### config.mk
export PLATFORM = sky130hd
export DESIGN_NAME = hist_acq_sequencer
export DESIGN_NICKNAME = d
export VERILOG_FILES = /design/src/rtl/hist_acq_sequencer.sv
export SDC_FILE = /design/constraint.sdc
export NUM_CORES = 1
export LEC_CHECK = 0
export ABC_AREA = 0
export CAP_MARGIN = 20
export CORE_ASPECT_RATIO = 1.1
export CORE_MARGIN = 2
export CORE_UTILIZATION = 30
export CTS_BUF_LIST = sky130_fd_sc_hd__clkbuf_4 sky130_fd_sc_hd__clkbuf_8
export DETAILED_ROUTE_END_ITERATION = 8
export PLACE_DENSITY = 0.74
export SLEW_MARGIN = 30
export SYNTH_ARGS = -nofsm -noshare
export SYNTH_HDL_FRONTEND = slang
export SYNTH_SLANG_ARGS = --single-unit
### constraint.sdc
create_clock -name clk -period 1.85 [get_ports clk]
set_input_delay 0.185 -clock clk [delete_from_list [all_inputs] [get_ports clk]]
set_output_delay 0.185 -clock clk [all_outputs]
set_load 0.01 [all_outputs]
### src/rtl/hist_acq_sequencer.sv
// Time-division scheduler that serialises pixel TDC samples into the histogram builder, coarse pass then fine pass.
// Optional stall timeout with pixel skip is enabled by defining HSEQ_TIMEOUT_EN.
module hist_acq_sequencer #(
  parameter  int NPIX     = 4,
  parameter  int NP       = 12,
  parameter  int DATA_NUM = 2,
  parameter  int ACQ_NUM  = 16,
  parameter  int TIMEOUT  = 255,
  localparam int PW       = (NPIX > 1) ? $clog2(NPIX) : 1
) (
  input  logic               clk,
  input  logic               res,
  input  logic               start,
  input  logic               abort,
  input  logic [NPIX-1:0]    req,
  input  logic [NPIX*NP-1:0] data_in,
  output logic [NPIX-1:0]    ack,
  output logic               hb_wr_en,
  output logic [NP-1:0]      hb_data,
  output logic [PW-1:0]      hb_pixel,
  output logic               hb_pass,
  output logic               hb_clear,
  input  logic               hb_peak_done,
  output logic               busy,
  output logic               done,
  output logic               err
);

  localparam int SW = (DATA_NUM > 1) ? $clog2(DATA_NUM) : 1;
  localparam int AW = (ACQ_NUM > 1) ? $clog2(ACQ_NUM) : 1;

  localparam logic [SW-1:0] SMP_LAST = SW'(DATA_NUM - 1);
  localparam logic [PW-1:0] PIX_LAST = PW'(NPIX - 1);
  localparam logic [AW-1:0] ACQ_LAST = AW'(ACQ_NUM - 1);

  typedef enum logic [2:0] {
    S_IDLE,
    S_CLEAR,
    S_ACQ,
    S_WAIT_PEAK,
    S_DONE
  } state_t;

  state_t        state, state_next;
  logic [SW-1:0] smp;
  logic [PW-1:0] pix;
  logic [AW-1:0] acq;
  logic          take;
  logic          skip;
  logic          adv_pix;
  logic          last_slot;

`ifdef HSEQ_TIMEOUT_EN
  localparam int TW = $clog2(TIMEOUT + 1);
  localparam logic [TW-1:0] STALL_LAST = TW'(TIMEOUT - 1);
  logic [TW-1:0] stall_cnt;
`endif

  assign last_slot = (pix == PIX_LAST) && (acq == ACQ_LAST);
  assign adv_pix   = (take && (smp == SMP_LAST)) || skip;

  // NOTE: every signal driven here gets a default first so no path leaves it unassigned and infers a latch.
  always_comb begin
    state_next = state;
    ack        = '0;
    take       = 1'b0;
    skip       = 1'b0;
    case (state)
      S_IDLE: if (start) state_next = S_CLEAR;
      S_CLEAR: state_next = S_ACQ;
      S_ACQ: begin
        ack[pix] = req[pix];
        take     = req[pix];
`ifdef HSEQ_TIMEOUT_EN
        skip     = !req[pix] && (stall_cnt == STALL_LAST);
`endif
        if ((take && (smp == SMP_LAST) && last_slot) || (skip && last_slot))
          state_next = S_WAIT_PEAK;
      end
      S_WAIT_PEAK: if (hb_peak_done) state_next = hb_pass ? S_DONE : S_CLEAR;
      S_DONE: state_next = S_IDLE;
      default: state_next = S_IDLE;
    endcase
    // Abort suppresses the grant as well, so no pixel loses a sample that would never be written.
    if (abort) begin
      state_next = S_IDLE;
      ack        = '0;
      take       = 1'b0;
      skip       = 1'b0;
    end
  end

  // NOTE: sequential state uses non-blocking assignments so every register samples pre-edge values.
  always_ff @(posedge clk or negedge res) begin
    if (!res) begin
      state <= S_IDLE;
      smp   <= '0;
      pix   <= '0;
      acq   <= '0;
    end else begin
      state <= state_next;
      if (abort || state == S_CLEAR) begin
        smp <= '0;
        pix <= '0;
        acq <= '0;
      end else begin
        if (take && smp != SMP_LAST) smp <= smp + 1'b1;
        else if (adv_pix)            smp <= '0;
        if (adv_pix) begin
          if (pix == PIX_LAST) begin
            pix <= '0;
            acq <= (acq == ACQ_LAST) ? '0 : acq + 1'b1;
          end else begin
            pix <= pix + 1'b1;
          end
        end
      end
    end
  end

  always_ff @(posedge clk or negedge res) begin
    if (!res) begin
      hb_wr_en <= 1'b0;
      hb_data  <= '0;
      hb_pixel <= '0;
    end else begin
      hb_wr_en <= take;
      if (take) begin
        hb_data  <= data_in[int'(pix)*NP +: NP];
        hb_pixel <= pix;
      end
    end
  end

  always_ff @(posedge clk or negedge res) begin
    if (!res) begin
      hb_pass <= 1'b0;
    end else if (abort || state == S_DONE || (state == S_IDLE && start)) begin
      hb_pass <= 1'b0;
    end else if (state == S_WAIT_PEAK && hb_peak_done && !hb_pass) begin
      hb_pass <= 1'b1;
    end
  end

`ifdef HSEQ_TIMEOUT_EN
  always_ff @(posedge clk or negedge res) begin
    if (!res) begin
      stall_cnt <= '0;
      err       <= 1'b0;
    end else begin
      stall_cnt <= (state == S_ACQ && !take && !skip && !abort) ? stall_cnt + 1'b1 : '0;
      if (state == S_IDLE && start && !abort) err <= 1'b0;
      else if (skip)                          err <= 1'b1;
    end
  end
`else
  assign err = 1'b0;
`endif

  assign hb_clear = (state == S_CLEAR);
  assign busy     = (state != S_IDLE);
  assign done     = (state == S_DONE);

endmodule

## After elaboration in Yosys (flattened, before gate mapping)

Index checks and enable logic that the tools add are counted.

| word-level totals | value |
|---|---|
| register bits | 26 |
| latch bits | 0 |
| memory bits (writable) | 0 |
| ROM bits | 0 |
| bits of input ports | 57 |
| output and inout port bits | 24 |
| logic and storage cells | 73 |
| memories kept | 0 |

| cells by class | value |
|---|---|
| add/sub/neg operators | 3 |
| $mul | 1 |
| div/mod/pow operators | 0 |
| order comparisons | 2 |
| eq/ne operators | 9 |
| shift operators | 1 |
| mux-type cells | 26 |
| bitwise logic cells | 2 |
| reductions and logical operators | 21 |

Operators with widths:

| cell | number |
|---|---|
| 48-bit by 7-bit indexed part select with 12-bit output | 1 |
| 4-bit two-way mux | 6 |
| 3-bit two-way mux | 5 |
| 3-bit case mux with 4 select lines | 1 |
| 1-bit logical AND | 9 |
| 1-bit two-way mux | 9 |
| 3-bit inequality test, second input constant | 3 |
| 3-bit by 2-bit equality test with 1-bit output, second input constant | 2 |
| 2-bit two-way mux | 3 |
| 2-bit nonzero test | 3 |
| 3-bit nonzero test | 2 |
| 4-bit by 1-bit adder with 4-bit output, second input constant | 1 |
| 4-bit bitwise AND | 1 |
| 4-bit equality test, second input constant | 1 |
| 2-bit by 2-bit multiplier with 4-bit output, second input constant | 1 |
| 3-bit by 1-bit equality test with 1-bit output, second input constant | 1 |
| 3-bit equality test, second input constant | 1 |
| 3-bit zero test | 1 |
| 1-bit logical OR | 3 |
| 2-bit by 3-bit less-than comparator with 1-bit output, second input constant | 1 |
| 3-bit AND reduction | 1 |
| 2-bit by 1-bit adder with 2-bit output, second input constant | 1 |
| 1-bit binary-select mux with 2-bit select | 1 |
| 1-bit demux with 2-bit select | 1 |
| 6 further kinds | 6 |

## Depth between registers and ports, before layout

Gate-level depths: netlist of the first run.

| logic depth | value |
|---|---|
| word-level depth | 8 |
| depth in mapped cells | 7 |
| gate-level depth less buffers | 5 |

## Worst setup path before layout of the first run

Ideal clock, no wire load.

| timing path | value |
|---|---|
| kind | register -> register |
| from | register pix[0] |
| to | register acq[0] |
| setup time | 120 ps |
| data arrival time | 1,513 ps |
| data required time | 1,730 ps |
| path slack | 217 ps |
| stages on the path, launching flop included | 6 |
| path through | dfrtp_1 -> buf_6 -> mux4_2 -> nand3_1 -> a311oi_1 -> a31o_2 |

| on the way | value |
|---|---|
| longest elaborated chain between the ends | 7 |
| elaborated cells on any way between the ends | 9 |

RTL lines:

| element | line | text |
|---|---|---|
| from (decl) | 46 | `logic [PW-1:0] pix;` |
| from (signal assigned) | 114 | `pix <= pix + 1'b1;` |
| 1-bit binary-select mux with 2-bit select | 73 | `take = req[pix];` |
| 1-bit two-way mux (implied by the code) | 73 |  |
| 1-bit two-way mux | 68 | `case (state)` |
| 1-bit two-way mux | 85 | `if (abort) begin` |
| 1-bit logical AND | 60 | `assign adv_pix = (take && (smp == SMP_LAST)) \|\| skip;` |
| 2-bit nonzero test (no line) | - |  |
| 2-bit AND reduction (no line) (*) | - |  |
| to (signal assigned) | 112 | `acq <= (acq == ACQ_LAST) ? '0 : acq + 1'b1;` |
| to (decl) | 47 | `logic [AW-1:0] acq;` |

Mark *: on every way between the ends. The rest lies on a longest branch, timed or not. The select of a mux whose other input is x is not followed.
A chain may end at the register's enable or synchronous reset.

## Worst setup path after layout of the first run

| timing path | value |
|---|---|
| from | register pix[0] |
| to | output ack[3] |

| on the way | value |
|---|---|
| longest elaborated chain between the ends | 7 |
| elaborated cells on any way between the ends | 10 |

RTL lines:

| element | line | text |
|---|---|---|
| 2-bit by 3-bit less-than comparator with 1-bit output (implied by the code) / 2-bit by 1-bit greater-or-equal comparator with 1-bit output (equally long branches) | 72 | `ack[pix] = req[pix];` |
| 1-bit logical AND (implied by the code) | 72 |  |
| 1-bit two-way mux (implied by the code) | 72 |  |
| 1-bit demux with 2-bit select | 72 |  |
| 4-bit bitwise AND (no line) (*) | - |  |
| 4-bit two-way mux (*) | 68 |  |
| 4-bit two-way mux (*) | 85 |  |
| to (decl) | 17 | `output logic [NPIX-1:0] ack,` |

Marked as above.

==> results of run 1 <==
cell families after synthesis:
| group | after synthesis | synth area share |
|---|---|---|
| compound gates | 18 | 0.07881 |
| fa+ha+maj | 5 | 0.03940 |
| buf+inv | 15 | 0.05200 |
| flops | 26 | 0.4098 |
| mux | 13 | 0.1939 |
| other cells | 1 | 0.002362 |
| simple gates | 74 | 0.2238 |
how the worst max path moves through the flow:
stage,start,slack [ns],endpoint,cells past startpoint
detailed placement,req[2],-0.19,ack[3],4
CTS,pix[0],-0.04,ack[0],4
global placement,req[3],-0.18,ack[3],4
global route,pix[0],-0.07,ack[3],4
floorplan,pix[0],0.22,acq[0],5
finish,pix[0],-0.01,ack[3],4
where the power goes:
group | switching, mW | internal [mW]
registers | 0.0509 | 0.658
logic | 0.201 | 0.333
clock network | 0.185 | 0.190
final cells by class:
| type | instances | area, um2 |
|---|---|---|
| sequential | 26 | 651.9 |
| fill | 448 | 2442 |
| clock buffer | 4 | 55.05 |
| multi-input combinational | 111 | 884.6 |
| timing repair buffer | 96 | 938.4 |
| inverter | 6 | 22.52 |
| tap | 58 | 72.57 |
stage by stage:
step	utilization	setup TNS [ns]	std cells	setup slack, ns	cell area (um2)
finish	0.5180	-0.01581	301	-0.01151	2625
global route	0.5180	-0.2928	301	-0.07278	2625
CTS	0.5106	-0.1199	302	-0.04244	2587
detailed placement	0.4941	-0.7263	295	-0.1914	2504
global placement	0.4941	-0.5961	295	-0.1767	2504
floorplan	-	0	152	0.2173	1588
layer usage:
layer  vias to the layer above  part of all wire  global-route usage
met2                        50              0.54              0.2586
li1                        727                 -                   -
met5                         -                 0                   0
met3                         8             0.055             0.02008
met1                       733              0.38              0.1768
met4                         0             0.022             0.07091
cells in the mapped netlist (2+ instances only):
master    count  area (um2)
buf_6         2       22.52
mux4_2        9       202.7
or3_1         2       12.51
clkbuf_1      2       7.510
mux4_1        4       105.1
nand3_1       9       45.04
inv_1         5       18.77
nand2_1      44       165.2
dfrtp_1      26       650.6
nor2_1        4       15.01
a21oi_1       2       10.01
and2_1        2       12.51
buf_4         2       15.01
o21ai_0       7       35.03
ha_1          5       62.56
and3_1        7       43.79
buf_2         2       10.01
repair_timing:
item	4_1_cts	5_1_grt
setup buffers	3	0
endpoints found under the setup margin	6	11
resized for setup	23	12
pin swaps	1	1
state kept, by name (all words and copies together), names as in the netlist:
name and cells:
acq 4, hb_data 12, hb_pass 1, hb_pixel 2, hb_wr_en 1, pix 2
smp 1, state 3
==> tab_implementation.tex, run 1 <==
\begin{tabular}{lr}
\hline
Metric & Value \\
\hline
\multicolumn{2}{l}{\textbf{Critical path}} \\
Crit Path Class & flip-flop to output port \\
Critical Path Sink Type & output port \\
Startpoint class of the critical path & flip-flop \\
Slowest cell delay on critical path & $\sim$0.57 ns \\
Startpoint of the worst-slack reg-to-reg timing path & pix[0] \\
CP cell instances & mux4\_2 > buf\_6 > and3\_4 > buf\_6 \\
Worst reg-to-reg setup slack & 0.08 ns \\
Top fanout value on the critical path & 3 \\
Most common cell type on the critical path & buf\_6 \\
Worst path buffer plus inverter count & 2 \\
Worst Path Arrival & 1.68 ns \\
Library cell contributing the largest single delay on the critical path & mux4\_2 \\
WP data required & 1.66 ns \\
Critical path's top delay family & multiplexers \\
Cell depth of the worst flop-to-flop path & 6 \\
Endpoint of the worst register-to-register path & acq[2] \\
\multicolumn{2}{l}{\textbf{Run}} \\
Maximum capacitance violations & 0 \\
\multicolumn{2}{l}{\textbf{STA}} \\
Fin Hold WS & 0.2785 ns \\
Smallest setup slack after layout & -0.01151 ns \\
Count of pins over their slew limit & 0 \\
Final worst-path cycle share & 1.006 \\
Highest clock rate & 0.5372 GHz \\
Unrepaired setup endpoints after global routing & yes \\
Post-route minimum period & roughly 1.9 ns \\
Layout Skew & 0.005909 ns \\
Total of endpoints with negative setup slack in the final report & 3 \\
Number of hold-slack violations in the final timing report & 0 \\
\multicolumn{2}{l}{\textbf{Global routing}} \\
Sum of overflow across all layers after global routing & 0 \\
GRT Total Usage & 0.1480 \\
Via count of the first global-routing pass & 1539 \\
Pin count of the biggest net entering global routing & 27 \\
Wire length of the first global-routing pass & approximately 6.7 mm \\
Initial antenna violation count & 0 \\
\multicolumn{2}{l}{\textbf{Drt}} \\
DRT Wirelength & between 4 and 5 mm \\
Routed via count & about 1500 \\
Routed WL per cell & 14.39 um \\
Remaining routing DRC violations & 0 \\
Detail Route Antenna Nets & 0 \\
Number of vias per cell after detailed routing & about 5.0 \\
First-pass detailed-route iteration total & 4 \\
Initial DRC count & 56 \\
\multicolumn{2}{l}{\textbf{Final layout}} \\
Commonest cells after routing, fill and taps aside & 73 x clkdlybuf4s50\_1, 44 x nand2\_1, 25 x dfrtp\_1, 13 x buf\_4, 9 x mux4\_2 \\
Share of cells above drive strength 1 & 0.1893 \\
Most frequent standard cell in the layout excluding fill and tap cells & clkdlybuf4s50\_1 \\
Antenna fix cells & 0 \\
Area Overhead vs Synth & 65.33\% \\
Final layout net count & 306 \\
\multicolumn{2}{l}{\textbf{Synthesis}} \\
Yosys Warn Count & 0 \\
Mean instance size in the synthesized netlist & 10.45 um2 \\
Synthesized cell area & between 0.0015 and 0.002 mm2 \\
Net count after synthesis & 214 \\
Seq/Total Area, Yosys & 0.4098 \\
Syn Inst Count & roughly 150 \\
Post-synth EDFFs & 0 \\
Flops \& latches, synth & 26 \\
Fraction of registers with async set or reset after synthesis & 1.000 \\
Count of distinct cell types in the synthesized netlist & 35 \\
Most used flip-flop cell after synthesis & dfrtp\_1 \\
\multicolumn{2}{l}{\textbf{Clock tree}} \\
Clock buffer depth & 2 \\
Clk root buf & clkbuf\_8 \\
Clock buffers created by TritonCTS & 3 \\
TritonCTS clock tree & built \\
H-tree Lvls & 1 \\
Clk Latency, worst-skew pair & 0.27 ns \\
Clock slew seen by the registers of the worst setup and hold paths & 0.09 ns \\
Hold buffer count at CTS & 0 \\
Number of clock sinks & 26 \\
\multicolumn{2}{l}{\textbf{Die}} \\
Chip height & 80.30 um \\
Placeable core region & 0.005067 mm2 \\
Row count & 27 \\
Die Width & 73.37 um \\
Starting Density & 0.3133 \\
Total Die Area & between 0.005 and 0.006 mm2 \\
Count of boundary I/O pins & 81 \\
\multicolumn{2}{l}{\textbf{Placed design}} \\
Routability cong. & slightly above 0.8 \\
Count of input and output buffers & 79 \\
Post-detailed-placement half-perimeter wirelength & approximately 3.4 mm \\
\multicolumn{2}{l}{\textbf{Power}} \\
Max VDD drop & 258.0 uV \\
Total chip power & 1.618 mW \\
Leakage power of the design & 1.149 nW \\
PwrDens & 616.5 mW/mm2 \\
\multicolumn{2}{l}{\textbf{Run status}} \\
Failing checks & negative setup slack \\
Outcome & finished with violations \\
\multicolumn{2}{l}{\textbf{Min path}} \\
Type of the most critical hold path & input pin to async pin \\
\hline
\end{tabular}
(Power assumes the default switching activity.)
==> run 2, diff against run 1 <==
--- a/config.mk
+++ b/config.mk
@@ -13,7 +13,7 @@
 export CTS_BUF_LIST = sky130_fd_sc_hd__clkbuf_4 sky130_fd_sc_hd__clkbuf_8
 export DETAILED_ROUTE_END_ITERATION = 8
 export PLACE_DENSITY = 0.74
-export SLEW_MARGIN = 30
+export SLEW_MARGIN = 20
 export SYNTH_ARGS = -nofsm -noshare
 export SYNTH_HDL_FRONTEND = slang
 export SYNTH_SLANG_ARGS = --single-unit
==> results of run 2 <==
Same layout as run 1: the final DEF is identical, and so are final timing and power.
==> RTL edit 1, RTL diff (settings of run 1) <==
Change the parameter `DATA_NUM` from 2 to 4.
--- a/src/rtl/hist_acq_sequencer.sv
+++ b/src/rtl/hist_acq_sequencer.sv
@@ -5,3 +5,3 @@
   parameter  int NP       = 12,
-  parameter  int DATA_NUM = 2,
+  parameter  int DATA_NUM = 4,
   parameter  int ACQ_NUM  = 16,
Check against the original RTL: not equivalent (a bounded check fails within 10 cycles, from zero or initial values).
==> RTL edit 1 against run 1 <==
Synthesized area grew 1.2%. Final area decreased by 0.38%. Largest power group unchanged. Setup slack improved by 0.045 ns. Power is 1.3% lower. Routed wire length grew 2.9%. Sequential cell count grew 1. Sequential power rose by 2%. Maximum frequency grew 2.5%.
==> RTL edit 1: results (changes against run 1) <==
- Status: completed
- Clock root cell: clkbuf_8
- Buffers on Ports: 79 (unchanged)
- Drt via density: 4.74 (-6.1%)
- Yosys cell types: 30 (-14%)
- Clk pwr share: 0.226 (-0.006)
- 1st-pass router iterations: 5 (+1)
- Post-synth top cells: nand2_1, dfrtp_1, mux4_2
- Fill cells: 465 (+3.8%)
- Global-route wire length before repair: 7250 um (+8.7%)
- Worst-case clock skew: 0.00175 ns (-0.00416 ns)
- CP Class: flop to flop
- VDD IR-drop max: 0.358 mV (+39%)
- Lkg Pwr: 0.00115 uW (+0.46%)
- Min-Delay Path Class: input pin to asynchronous set/reset pin
- Slew margin rel.: 0.660
- Crit path DAT: 2.02 ns (+0.34 ns)
- WHS: 0.283 ns (+0.00443 ns)
- Largest net degree at the start of global routing: 28 (+3.7%)
- Placed Area: 0.00253 mm2 (+1.0%)
- Post-DP HPWL: 3500 um (+3.0%)
- Leading cell types by total area after synthesis: dfrtp_1, mux4_2, nand2_1
- Dpl ws: -0.165 ns (+0.0267 ns)
- Worst flop-to-flop path startpoint: state[0]
- Net switching power figure: 431 uW (-1.4%)
- Largest regs: hb_data x12, acq x4, state x3
- Initial antenna violation count: 0 (unchanged)
- DR iter-0 viols: 65 (+16%)
- Routed len/inst: 14.3 um (-0.76%)
- Ant. Diodes: 0 (unchanged)
- Gpl congestion: 0.783 (-5.0%)
- TritonCTS buffer count: 3 (unchanged)
- Crit Path Max Fanout: 14 (+11)
- Worst-path clk slew: 0.09 ns (about the same)
- GRT Resource Usage Total: 0.160 (+0.0124)
- YS warnings: 0 (unchanged)
- Nets: 304 (-0.65%)
- Skew-Pair Late Insertion Delay: 0.27 ns (about the same)
- # setup viols final: 0 (-3)
- Net count after synthesis: 211 (-1.4%)
- Reg2reg end: pix[1]
- Layout cells sized above 1: 0.175 (-0.0143)
- Setup_tns: 0 ns (+0.0158 ns)
- Post-synthesis sequential area ratio: 0.421 (+0.0108)
- Vias in the first global route: 1529 (-0.65%)
- Asr flop ratio synth: 1.00 (unchanged)
==> RTL edit 1: critical path: stages (launching register included) <==
cell	delay, ns
dfrtp_1	0.42
nor4b_4	0.41
buf_4	0.21
nand2_1	0.08
inv_1	0.32
nand3_1	0.15
a21oi_1	0.15
==> RTL edit 1: layout make-up <==
cell class,instances,area (um2),area share
flip-flops and latches,27,676,0.258
well taps,72,90.1,0.0344
inverters,5,18.8,0.00718
clock buffers,4,48.8,0.0187
repair buffers,95,907,0.347
multi-input cells,109,875,0.334
==> RTL edit 1: through the flow <==
step                      cells  power (uW)
after floorplan             148         893
final                       312        1600
after CTS                   310        1600
after detailed placement    305        1240
after global placement      305        1240
after global routing        312        1680
==> RTL edit 1: how the worst max path moves through the flow <==
stage,endpoint,slack (ns)
after floorplan,smp[0],0.14
after global placement,ack[3],-0.16
after detailed placement,ack[3],-0.16
after CTS,ack[3],-0.07
after global routing,pix[1],-0.07
final,pix[1],0.03
==> RTL edit 1: cell families after synthesis <==
family,Yosys count,share of synthesized area
DFF,27,0.421
muxes,13,0.192
xor gates and xnor gates,1,0.00545
buffers and inverters,12,0.0459
AOI/OAI and AO/OA,16,0.0639
other,1,0.00233
adders and majority gates,6,0.0467
and+or+nand+nor,72,0.224
==> RTL edit 1: power by group through the flow <==
stage,Combinational [uW],Clock (uW),Sequential (uW)
CTS,512,368,723
floorplan,119,0,775
global placement,502,0,735
finish,513,361,722
global route,550,398,736
detailed placement,509,0,735
==> RTL edit 1: metal layers <==
layer  global-route usage  vias up  wire [um]
met5                    0        -          0
li1                     -      715          -
met4               0.0800        0        142
met3               0.0285       11        159
met1                0.198      711       1830
met2                0.268       41       2330
==> RTL edit 1: repair_timing <==
action,CTS,global route
gates resized for setup,6,18
setup buffers,1,2
pin swaps,1,1
setup endpoints to repair,5,9
==> RTL edit 2, RTL diff (config.mk and constraints of run 1) <==
Made on the original files. Re-encode `state_t` (5 states) as Gray code, 3 bits wide.
--- a/src/rtl/hist_acq_sequencer.sv
+++ b/src/rtl/hist_acq_sequencer.sv
@@ -36,7 +36,7 @@
   typedef enum logic [2:0] {
-    S_IDLE,
-    S_CLEAR,
-    S_ACQ,
-    S_WAIT_PEAK,
-    S_DONE
+    S_IDLE      = 3'b000,
+    S_CLEAR     = 3'b001,
+    S_ACQ       = 3'b011,
+    S_WAIT_PEAK = 3'b010,
+    S_DONE      = 3'b110
   } state_t;
Formal check against the unedited RTL: no difference found for any inputs over 10 cycles, from zero or initial values; not proved beyond that.
==> RTL edit 2 against run 1 <==
Setup slack gained 0.041 ns. Routed wire length shrank 1.6%. Cell count grew 0.66%. First-iteration DRC count grew 73%. Synthesized area grew 2.9%. Combinational power grew 4%. Synthesized cell count shrank 16%. Die area grew 2.8%. Power grew 6.4%. Via count shrank 5.4%. Final area grew 7.4%. Sequential cell count is the same. Critical path type unchanged. Critical endpoint unchanged. Largest cell class unchanged.
==> RTL edit 2: results (changes against run 1) <==
- Status: completed
- Clk pwr share: 0.275 (+0.043)
- Fill cells: 473 (+5.6%)
- Kind of cell adding the most delay to the critical path: flip-flops
- Gpl congestion: 0.779 (-5.5%)
- # setup viols final: 0 (-3)
- Nets: 291 (-4.9%)
- Inverters: 4 (-2)
- DR vias: 1436 (-5.4%)
- Post-synth top cells: dfrtp_1, mux4_2, nand2_1
- Lkg Pwr: 0.00119 uW (+3.1%)
- WHS: 0.279 ns (+0.000590 ns)
- VDD IR-drop max: 0.372 mV (+44%)
- Non-Clock Buffer Area Fraction: 0.354 (-0.00373)
- Leading cell types by total area after synthesis: dfrtp_1, mux4_2, mux2_4
- Compound-Gate Fraction of Synth Area: 0.0613 (-0.0175)
- Slowest Stage Delay on Critical Path: 0.47 ns (-0.10 ns)
- Multi-In Gates: 91 (-18%)
- Synth Area in XOR/XNOR: 0 (unchanged)
- GRT Resource Usage Total: 0.137 (-0.0108)
- Yosys cell types: 39 (+11%)
- Post-synthesis adder-cell area fraction: 0.0383 (-0.00112)
- Global-route wire length before repair: 6560 um (-1.8%)
- Reg power frac: 0.403 (-0.035)
- 1st-pass router iterations: 4 (unchanged)
- Worst-case clock skew: 0.00141 ns (-0.00450 ns)
- Crit Path Max Fanout: 4 (+1)
- Post-synthesis sequential area ratio: 0.398 (-0.0116)
- Multiplexer share of the synthesized area: 0.303 (+0.109)
- Multi-input gate area: 972 um2 (+9.9%)
- Ant. Diodes: 0 (unchanged)
- Plain + repair buffers: 103 (+7.3%)
- DR iter-0 viols: 97 (+73%)
- Reg-to-reg slack, setup: 0.04 ns (-0.04 ns)
- Net count after synthesis: 190 (-11%)
- Post-DP HPWL: 3110 um (-8.4%)
- Clock network share of area: 0.0253 (+0.00433)
- Vias in the first global route: 1461 (-5.1%)
- Reg2reg end: hb_data[2]
- R2R cell count: 7 (+1)
- # H-tree levels: 1 (unchanged)
- Internal: 1320 uW (+12%)
## RTL edit 2: repair_timing
action,in CTS,in global routing
gates resized for setup,21,22
pin swaps,2,5
buffers inserted,5,3
setup endpoints to repair,7,10
gates cloned,0,1
## RTL edit 2: layer usage
metal  routed length, um  track usage  vias up
met3                 350       0.0360        2
met4                  15       0.0250        0
met1                1750        0.166      700
li1                    -            -      683
met2                2150        0.245       51
met5                   0            0        -
## RTL edit 2: metrics by stage
step,total power (uW),area [um2],utilization,cells,worst slack (ns)
finish,1720,2820,0.529,303,0.0291
global route,1810,2820,0.529,303,-0.0323
CTS,1740,2710,0.509,299,0.000525
detailed placement,1250,2570,0.484,290,-0.254
global placement,1240,2570,0.484,290,-0.280
floorplan,907,1630,-,128,0.201
